<file path="config.mk">
export PLATFORM = sky130hd
export DESIGN_NAME = sd_bus_arbiter
export DESIGN_NICKNAME = d
export VERILOG_FILES = /design/src/rtl/sd_arb_pkg.sv /design/src/rtl/sd_arb_rr.sv /design/src/rtl/sd_bus_arbiter.sv
export SDC_FILE = /design/constraint.sdc
export NUM_CORES = 1
export LEC_CHECK = 0
export CORE_UTILIZATION = 25
export DETAILED_ROUTE_END_ITERATION = 16
export SYNTH_ARGS = -nofsm -noshare
export SYNTH_HDL_FRONTEND = slang
export SYNTH_HIERARCHICAL = 1
export SYNTH_SLANG_ARGS = --single-unit
</file>
<file path="constraint.sdc">
create_clock -name clk -period 2.5 [get_ports clk]
set_clock_uncertainty 0.15 [all_clocks]
set_input_delay 0.5 -clock clk [delete_from_list [all_inputs] [get_ports clk]]
set_output_delay 0.5 -clock clk [all_outputs]
set_load 0.05 [all_outputs]
</file>
<file path="src/rtl/sd_arb_pkg.sv">
// Shared constants for the SD SPI-bus arbiter: FSM state codes, owner codes and the default gap length.
package sd_arb_pkg;

    typedef logic [1:0] owner_t;

    localparam logic [1:0] ST_IDLE = 2'd0;
    localparam logic [1:0] ST_OWN  = 2'd1;
    localparam logic [1:0] ST_GAP  = 2'd2;

    localparam owner_t OWN_NONE  = 2'd0;
    localparam owner_t OWN_INIT  = 2'd1;
    localparam owner_t OWN_READ  = 2'd2;
    localparam owner_t OWN_WRITE = 2'd3;

    localparam int GAP_CYCLES_DEF = 8;

endpackage

</file>
<file path="src/rtl/sd_arb_rr.sv">
// Two-way round-robin picker between sd_read and sd_write; ptr_i=0 favours read on a tie.
module sd_arb_rr (
    input  logic rd_req_i,
    input  logic wr_req_i,
    input  logic ptr_i,
    output logic pick_rd_o,
    output logic pick_wr_o,
    output logic ptr_nxt_o
);

    assign pick_rd_o = rd_req_i & (~wr_req_i | ~ptr_i);
    assign pick_wr_o = wr_req_i & (~rd_req_i |  ptr_i);

    // Any grant hands priority to the other engine.
    assign ptr_nxt_o = pick_rd_o ? 1'b1 : (pick_wr_o ? 1'b0 : ptr_i);

endmodule

</file>
<file path="src/rtl/sd_bus_arbiter.sv">
// Shares the SD chip-select/MOSI pins between init, read and write engines with a CS-high gap after each release.
// Optional ownership timeout with requester lock-out is enabled by defining SD_ARB_TIMEOUT_EN.
module sd_bus_arbiter
    import sd_arb_pkg::*;
#(
    parameter int GAP_CYCLES     = GAP_CYCLES_DEF,
    parameter int TIMEOUT_CYCLES = 65535,
    parameter int CNT_W          = 16
) (
    input  logic       clk,
    input  logic       rst,
    input  logic       init_done,
    input  logic       init_req,
    input  logic       init_cs,
    input  logic       init_mosi,
    input  logic       rd_req,
    input  logic       rd_cs,
    input  logic       rd_mosi,
    input  logic       wr_req,
    input  logic       wr_cs,
    input  logic       wr_mosi,
    output logic       init_gnt,
    output logic       rd_gnt,
    output logic       wr_gnt,
    output logic       SD_CS,
    output logic       SD_DATAIN,
    output logic [1:0] owner,
    output logic       busy,
    output logic       timeout_err
);

    localparam logic [CNT_W-1:0] GAP_LAST = CNT_W'(GAP_CYCLES - 1);
    localparam logic [CNT_W-1:0] CNT_ONE  = CNT_W'(1);

    logic [1:0]       state_q, state_d;
    owner_t           owner_q, owner_d;
    logic             rr_ptr_q, rr_ptr_d;
    logic [CNT_W-1:0] cnt_q, cnt_d;
    logic             owner_req;
    logic             to_hit;
    logic [2:0]       locked;
    logic             pick_rd, pick_wr, ptr_nxt;

    always_comb begin
        owner_req = 1'b0;
        case (owner_q)
            OWN_INIT:  owner_req = init_req;
            OWN_READ:  owner_req = rd_req;
            OWN_WRITE: owner_req = wr_req;
            default:   owner_req = 1'b0;
        endcase
    end

`ifdef SD_ARB_TIMEOUT_EN
    localparam logic [CNT_W-1:0] TO_LAST = CNT_W'(TIMEOUT_CYCLES - 1);
    logic [2:0] lock_q, lock_d;
    logic       to_err_q;

    assign to_hit = (state_q == ST_OWN) && owner_req && (cnt_q == TO_LAST);

    // A lock survives only while its requester keeps req asserted.
    always_comb begin
        lock_d = lock_q & {wr_req, rd_req, init_req};
        if (to_hit) begin
            case (owner_q)
                OWN_INIT:  lock_d[0] = 1'b1;
                OWN_READ:  lock_d[1] = 1'b1;
                OWN_WRITE: lock_d[2] = 1'b1;
                default:   ;
            endcase
        end
    end

    always_ff @(posedge clk or posedge rst) begin
        if (rst) begin
            lock_q   <= '0;
            to_err_q <= 1'b0;
        end else begin
            lock_q   <= lock_d;
            to_err_q <= to_hit;
        end
    end

    assign locked      = lock_q;
    assign timeout_err = to_err_q;
`else
    logic [CNT_W-1:0] unused_timeout;
    assign unused_timeout = CNT_W'(TIMEOUT_CYCLES);
    assign to_hit         = 1'b0;
    assign locked         = '0;
    assign timeout_err    = 1'b0;
`endif

    sd_arb_rr u_rr (
        .rd_req_i  (rd_req & ~locked[1]),
        .wr_req_i  (wr_req & ~locked[2]),
        .ptr_i     (rr_ptr_q),
        .pick_rd_o (pick_rd),
        .pick_wr_o (pick_wr),
        .ptr_nxt_o (ptr_nxt)
    );

    always_comb begin
        state_d  = state_q;
        owner_d  = owner_q;
        rr_ptr_d = rr_ptr_q;
        cnt_d    = cnt_q;
        case (state_q)
            ST_IDLE: begin
                if (!init_done) begin
                    if (init_req && !locked[0]) begin
                        state_d = ST_OWN;
                        owner_d = OWN_INIT;
                        cnt_d   = '0;
                    end
                end else if (pick_rd || pick_wr) begin
                    state_d  = ST_OWN;
                    owner_d  = pick_rd ? OWN_READ : OWN_WRITE;
                    rr_ptr_d = ptr_nxt;
                    cnt_d    = '0;
                end
            end
            ST_OWN: begin
                if (!owner_req || to_hit) begin
                    state_d = ST_GAP;
                    owner_d = OWN_NONE;
                    cnt_d   = GAP_LAST;
                end else begin
                    cnt_d = cnt_q + CNT_ONE;
                end
            end
            ST_GAP: begin
                if (cnt_q == '0) state_d = ST_IDLE;
                else             cnt_d   = cnt_q - CNT_ONE;
            end
            default: begin
                state_d = ST_IDLE;
                owner_d = OWN_NONE;
            end
        endcase
    end

    always_ff @(posedge clk or posedge rst) begin
        if (rst) begin
            state_q  <= ST_IDLE;
            owner_q  <= OWN_NONE;
            rr_ptr_q <= 1'b0;
            cnt_q    <= '0;
        end else begin
            state_q  <= state_d;
            owner_q  <= owner_d;
            rr_ptr_q <= rr_ptr_d;
            cnt_q    <= cnt_d;
        end
    end

    // owner_q is OWN_NONE outside OWN, so the pins idle high in IDLE and GAP.
    always_comb begin
        SD_CS     = 1'b1;
        SD_DATAIN = 1'b1;
        case (owner_q)
            OWN_INIT:  begin SD_CS = init_cs; SD_DATAIN = init_mosi; end
            OWN_READ:  begin SD_CS = rd_cs;   SD_DATAIN = rd_mosi;   end
            OWN_WRITE: begin SD_CS = wr_cs;   SD_DATAIN = wr_mosi;   end
            default:   ;
        endcase
    end

    assign init_gnt = (owner_q == OWN_INIT);
    assign rd_gnt   = (owner_q == OWN_READ);
    assign wr_gnt   = (owner_q == OWN_WRITE);
    assign owner    = owner_q;
    assign busy     = (state_q != ST_IDLE);

endmodule

</file>
=== Yosys cells after proc, flatten, opt, wreduce, memory -nomap -nowiden ===
Index checks and enable logic that the tools add are counted.

* Input bits: 12
* Register bits after elaboration: 21
* Word-level logic and storage cells: 56

* Add/sub/neg operators: 2
* Mux-type cells: 22
* Equality and inequality tests: 10
* Bitwise operators: 8
* Reductions and logical operators: 10

{| class="wikitable"
|+ Operator list
! operator !! number
|-
| two-way mux 16 bit || 5
|-
| one-hot mux 16 bit (3 select lines) || 1
|-
| adder 16 x 1 -> 16 bit (second input constant) || 1
|-
| zero test 16 bit || 1
|-
| two-way mux 2 bit || 8
|-
| AND reduction 4 bit || 4
|-
| subtractor 16 x 1 -> 16 bit (second input constant) || 1
|-
| one-hot mux 2 bit (3 select lines) || 2
|-
| one-hot mux 1 bit (3 select lines) || 3
|-
| equality test 2 bit (second input constant) || 3
|-
| inequality test 2 bit (second input constant) || 3
|-
| inequality test 3 bit (second input constant) || 2
|-
| equality test 2 x 1 -> 1 bit (second input constant) || 2
|-
| NOT 1 bit || 4
|-
| nonzero test 2 bit || 2
|-
| two-way mux 1 bit || 3
|-
| nonzero test 3 bit || 1
|-
| AND 1 bit || 2
|-
| zero test 2 bit || 1
|-
| bitwise OR 1 bit || 2
|-
| logical OR 1 bit || 1
|}

=== Depth between registers and ports, before layout ===
* Depth in word-level cells: 7
* Mapped depth: 8
* Mapped depth without buffers: 7

=== By module ===
The synthesis kept the hierarchy.

{| class="wikitable"
|+ Modules (own cells, without submodules)
! module !! cells each !! instances !! area an instance (um^2)
|-
| sd_bus_arbiter || 230 || 1 || 1,826.8
|-
| sd_arb_rr || 5 || 1 || 28.8
|}

=== Worst setup path after synthesis ===
OpenSTA, ideal clock, no wires.

* Path type: reg-to-output
* Start: reg owner_q[0], in the netlist owner[0]
* End: out SD_CS
* Stages on the path, launching flop included: 6
* Arrival: 1,939 ps
* Path buffers: 1
* Setup slack: -89 ps
* Path through: dfrtp_1 > clkbuf_1 > inv_1 > nand2_1 > nor2_1 > a21oi_1

* Cells in the longest elaborated chain, start to end: 2

{| class="wikitable"
|+ RTL lines
! element !! line !! RTL
|-
| from (decl) || sd_bus_arbiter.sv:36 || <nowiki>owner_t owner_q, owner_d;</nowiki>
|-
| from (signal assigned) || sd_bus_arbiter.sv:151 || <nowiki>owner_q <= owner_d;</nowiki>
|-
| equality test 2 bit / equality test 2 x 1 -> 1 bit (equally long branches) || sd_bus_arbiter.sv:161 || <nowiki>case (owner_q)</nowiki>
|-
| one-hot mux 1 bit (3 select lines) * || sd_bus_arbiter.sv:161 ||
|-
| to (decl) || sd_bus_arbiter.sv:25 || <nowiki>output logic SD_CS,</nowiki>
|}

Mark *: on every way between the ends. The rest lies on a longest branch, timed or not.

=== Final worst setup path ===
* Start: reg owner_q[1], in the netlist owner[1]
* End: out owner[1]

{| class="wikitable"
|+ RTL lines
! element !! line !! RTL
|-
| to (decl) || sd_bus_arbiter.sv:27 || <nowiki>output logic [1:0] owner,</nowiki>
|}

No word-level cell between the ends.

==> out/qor.log <==
INFO  status         outcome=completed
INFO  sta            setup_repair_after_global_routing_missed_its_margin=false
INFO  place          postPlaceCellArea=2260um^2
INFO  global_routing grt_pass1_wl=8930um
INFO  routing        detailroute.wirelength.met2=2430um
INFO  cells_and_area finalCoreUtilization=32.0%
INFO  routing        met3RoutedLength=258um
INFO  synth          synth-seq-area-share=28.3%
INFO  floorplanning  die_area=7770um^2
INFO  clocking       clock_tree.buffer_depth=2
INFO  power          ir_worst_vdd=0.574mV
INFO  synth          dominant_combinational_cell_family_by_area_after_synthesis=compound AO/OA/AOI/OAI gates
INFO  floorplanning  chipWidth=88.2um
INFO  synth          yosys_warnings=6
INFO  synth          synth_top_cell_area_share=28.3%
INFO  worst_setup_path kind_of_launch_point_of_the_worst_setup_path=flop
INFO  cells_and_area n_antenna_cell=0
INFO  synth          ys_types=57
INFO  floorplanning  floorplan.initialDensity=25.7%
INFO  worst_setup_path critPathBufInv=1
INFO  cells_and_area drive_gt1_share=15.5%
INFO  synth          synthDominantAreaCellType=sky130_fd_sc_hd__dfrtp_1
INFO  routing        detail_route.wl_per_cell=14.4um
INFO  global_routing grt_usage=14.8%
INFO  cells_and_area finalInstanceArea=2310um^2
INFO  worst_setup_path required=1850ps
INFO  synth          netlist_instances=235
INFO  worst_setup_path crit_path_cell_chain=clkdlybuf4s50_1
INFO  synth          synthXorXnorAreaFrac=1.89%
INFO  synth          most_repeated_cell_in_the_gate_level_netlist_after_synthesis=sky130_fd_sc_hd__dfrtp_1
INFO  synth          synth-seq-cells=21
INFO  sta            final-hold-violation-count=0
INFO  routing        drtAntennaViolNets=0
INFO  synth          synth.net_count=254
INFO  job            drv.max_cap_violation_count=0
INFO  floorplanning  std_cell_rows=31
INFO  min_path       min_path_type=flop to flop
INFO  floorplanning  core_area=7210um^2
INFO  clocking       clkSinkCount=21
INFO  clocking       cts_tree=built
INFO  worst_setup_path crit_arrival=1720ps
INFO  synth          synthesis.area=1860um^2
INFO  clocking       ctsRootBufferMaster=sky130_fd_sc_hd__clkbuf_8
INFO  global_routing vias_in_the_first_global_route=1809
INFO  routing        detailedRoute.firstIterationViolations=154
INFO  cells_and_area finish.net_count=284
INFO  synth          syn-mean-instance-area=7.90um^2
INFO  global_routing global_route.overflow_total=0
INFO  power          power.density=1430nW/um^2
INFO  routing        dr.pass1.iters=4
INFO  routing        wl=5220um
INFO  clocking       clock_insertion_delay_worst_skew=270ps
INFO  worst_setup_path critPathSlowestCell=sky130_fd_sc_hd__clkdlybuf4s50_1
INFO  sta            timing.final.crit_period=2370ps
INFO  place          io_buffers=19
INFO  worst_setup_path longest_individual_stage_delay_on_the_worst_path=880ps
INFO  global_routing antenna_found_initial=0
INFO  clocking       clkTransAtPathRegs=80ps
INFO  routing        num_vias=1896
INFO  worst_setup_path worst-path-max-fanout=10
INFO  routing        post-route-drc-count=0
INFO  synth          synth_top_cells_by_area=sky130_fd_sc_hd__dfrtp_1 28%, sky130_fd_sc_hd__a21oi_1 5.1%, sky130_fd_sc_hd__o21ai_0 4.9%
INFO  clocking       numCtsBuffers=3
INFO  sta            highest_clock_frequency_the_design_can_meet=422MHz
INFO  synth          synthSimpleGateAreaFrac=24.3%
INFO  worst_setup_path class_of_the_most_critical_setup_path=flop to output pin
INFO  synth          synth.cells.most_frequent=21 x sky130_fd_sc_hd__dfrtp_1, 19 x sky130_fd_sc_hd__a21oi_1, 19 x sky130_fd_sc_hd__nor2_1, 18 x sky130_fd_sc_hd__o21ai_0, 15 x sky130_fd_sc_hd__inv_1
INFO  clocking       holdBufCountCts=0
INFO  floorplanning  design.portCount=21
INFO  sta            timing.final.crit_share=94.9%
INFO  sta            maxSlewViolCount=0
INFO  sta            setup_viol=0
INFO  routing        m1WireLength=2430um
INFO  place          place_congestion=0.867
INFO  synth          async_set_or_reset_register_ratio_after_synthesis=100%
INFO  worst_setup_path crit_path_max_delay_family=buffers and inverters
INFO  synth          synth_compound_area_share=28.3%
INFO  worst_setup_path cp-end-kind=output pin
INFO  routing        top_signal_layer_used=met4
INFO  cells_and_area area_delta_synth_final=24.6%
INFO  synth          synth_fa_ha_area_share=4.72%
INFO  power          power_leakage=0.986nW
INFO  synth          synth_enable_flop_cells=0
INFO  place          post-dp-hpwl=3770um
INFO  synth          mux_cell_area_share_after_synthesis=5.06%
INFO  floorplanning  die-height=88.2um
INFO  global_routing grt_max_degree=22
INFO  synth          postSynth.topFlopCell=sky130_fd_sc_hd__dfrtp_1
INFO  clocking       htree_levels=1
INFO  routing        detail_route.vias_per_cell=5.22
-- final cells by class --
cell class | count | area, um^2
Clock buffer | 4 | 45.0
Fill cell | 800 | 4900
Inverter | 15 | 56.3
Multi-Input combinational cell | 184 | 1200
Sequential cell | 21 | 526
Tap cell | 99 | 124
Timing Repair Buffer | 40 | 358
-- kinds of logic after synthesis --
family | after synthesis
compound gates | 80
fa+ha+maj | 7
simple gates | 83
buf+inv | 30
xor+xnor | 4
flops | 21
other cells | 1
mux | 9
-- path summary, 6_finish.rpt --
path,slack [ps],cells after the start,start,end
setup / recovery,130,1,owner[1],owner[1]
hold / removal,380,2,cnt_q[15],cnt_q[15]
setup reg to reg,260,5,cnt_q[3],cnt_q[14]
hold reg to reg,380,2,cnt_q[15],cnt_q[15]
max in group asynchronous,1540,3,rst,owner[0]
min in group asynchronous,420,3,rst,cnt_q[3]
-- cell usage in the layout (no fill, tap or decap), types with 6 or more instances in the layout --
| master | instances |
|---|---|
| sky130_fd_sc_hd__a21oi_1 | 19 |
| sky130_fd_sc_hd__buf_4 | 25 |
| sky130_fd_sc_hd__clkdlybuf4s50_1 | 13 |
| sky130_fd_sc_hd__dfrtp_1 | 21 |
| sky130_fd_sc_hd__ha_1 | 7 |
| sky130_fd_sc_hd__inv_1 | 15 |
| sky130_fd_sc_hd__mux2i_1 | 6 |
| sky130_fd_sc_hd__nand2_1 | 14 |
| sky130_fd_sc_hd__nand3_1 | 8 |
| sky130_fd_sc_hd__nor2_1 | 19 |
| sky130_fd_sc_hd__nor4_1 | 7 |
| sky130_fd_sc_hd__o21ai_0 | 18 |
-- per-stage QoR --
step | hold slack (ps) | TNS, ps | instances | worst slack (ps) | total power [W]
detailed placement | 374 | -2350 | 359 | -233 | 0.00304
finish | 384 | 0 | 363 | 128 | 0.00332
global placement | 361 | -1750 | 359 | -171 | 0.00302
global route | 418 | 0 | 363 | 27.0 | 0.00360
CTS | 393 | 0 | 363 | 64.8 | 0.00330
floorplan | 327 | -179 | 235 | -89.3 | 0.00231
-- repair_timing --
| action | in CTS | in global routing |
|---|---|---|
| endpoints found under the hold margin | 0 | 0 |
| resized for setup | 0 | 2 |
| setup endpoints to repair | 0 | 6 |
| buffers inserted | 0 | 0 |
-- metal layers --
metal  vias up  track usage (%)
met3        10             1.79
met4         0             5.43
met5         -                0
li1        927                -
met2        54             24.1
met1       905             20.0
-- state kept, by name, summed over array words and instances, names as in the netlist --
signal    cells
cnt_q        16
owner         2
rr_ptr_q      1
state_q       2
-- where the power goes --
group	internal [W]	switching (W)	total [W]
clock network	0.000114	0.000132	0.000246
logic	0.000993	0.00140	0.00239
registers	0.000472	0.000206	0.000679
(Power assumes the default switching activity.)
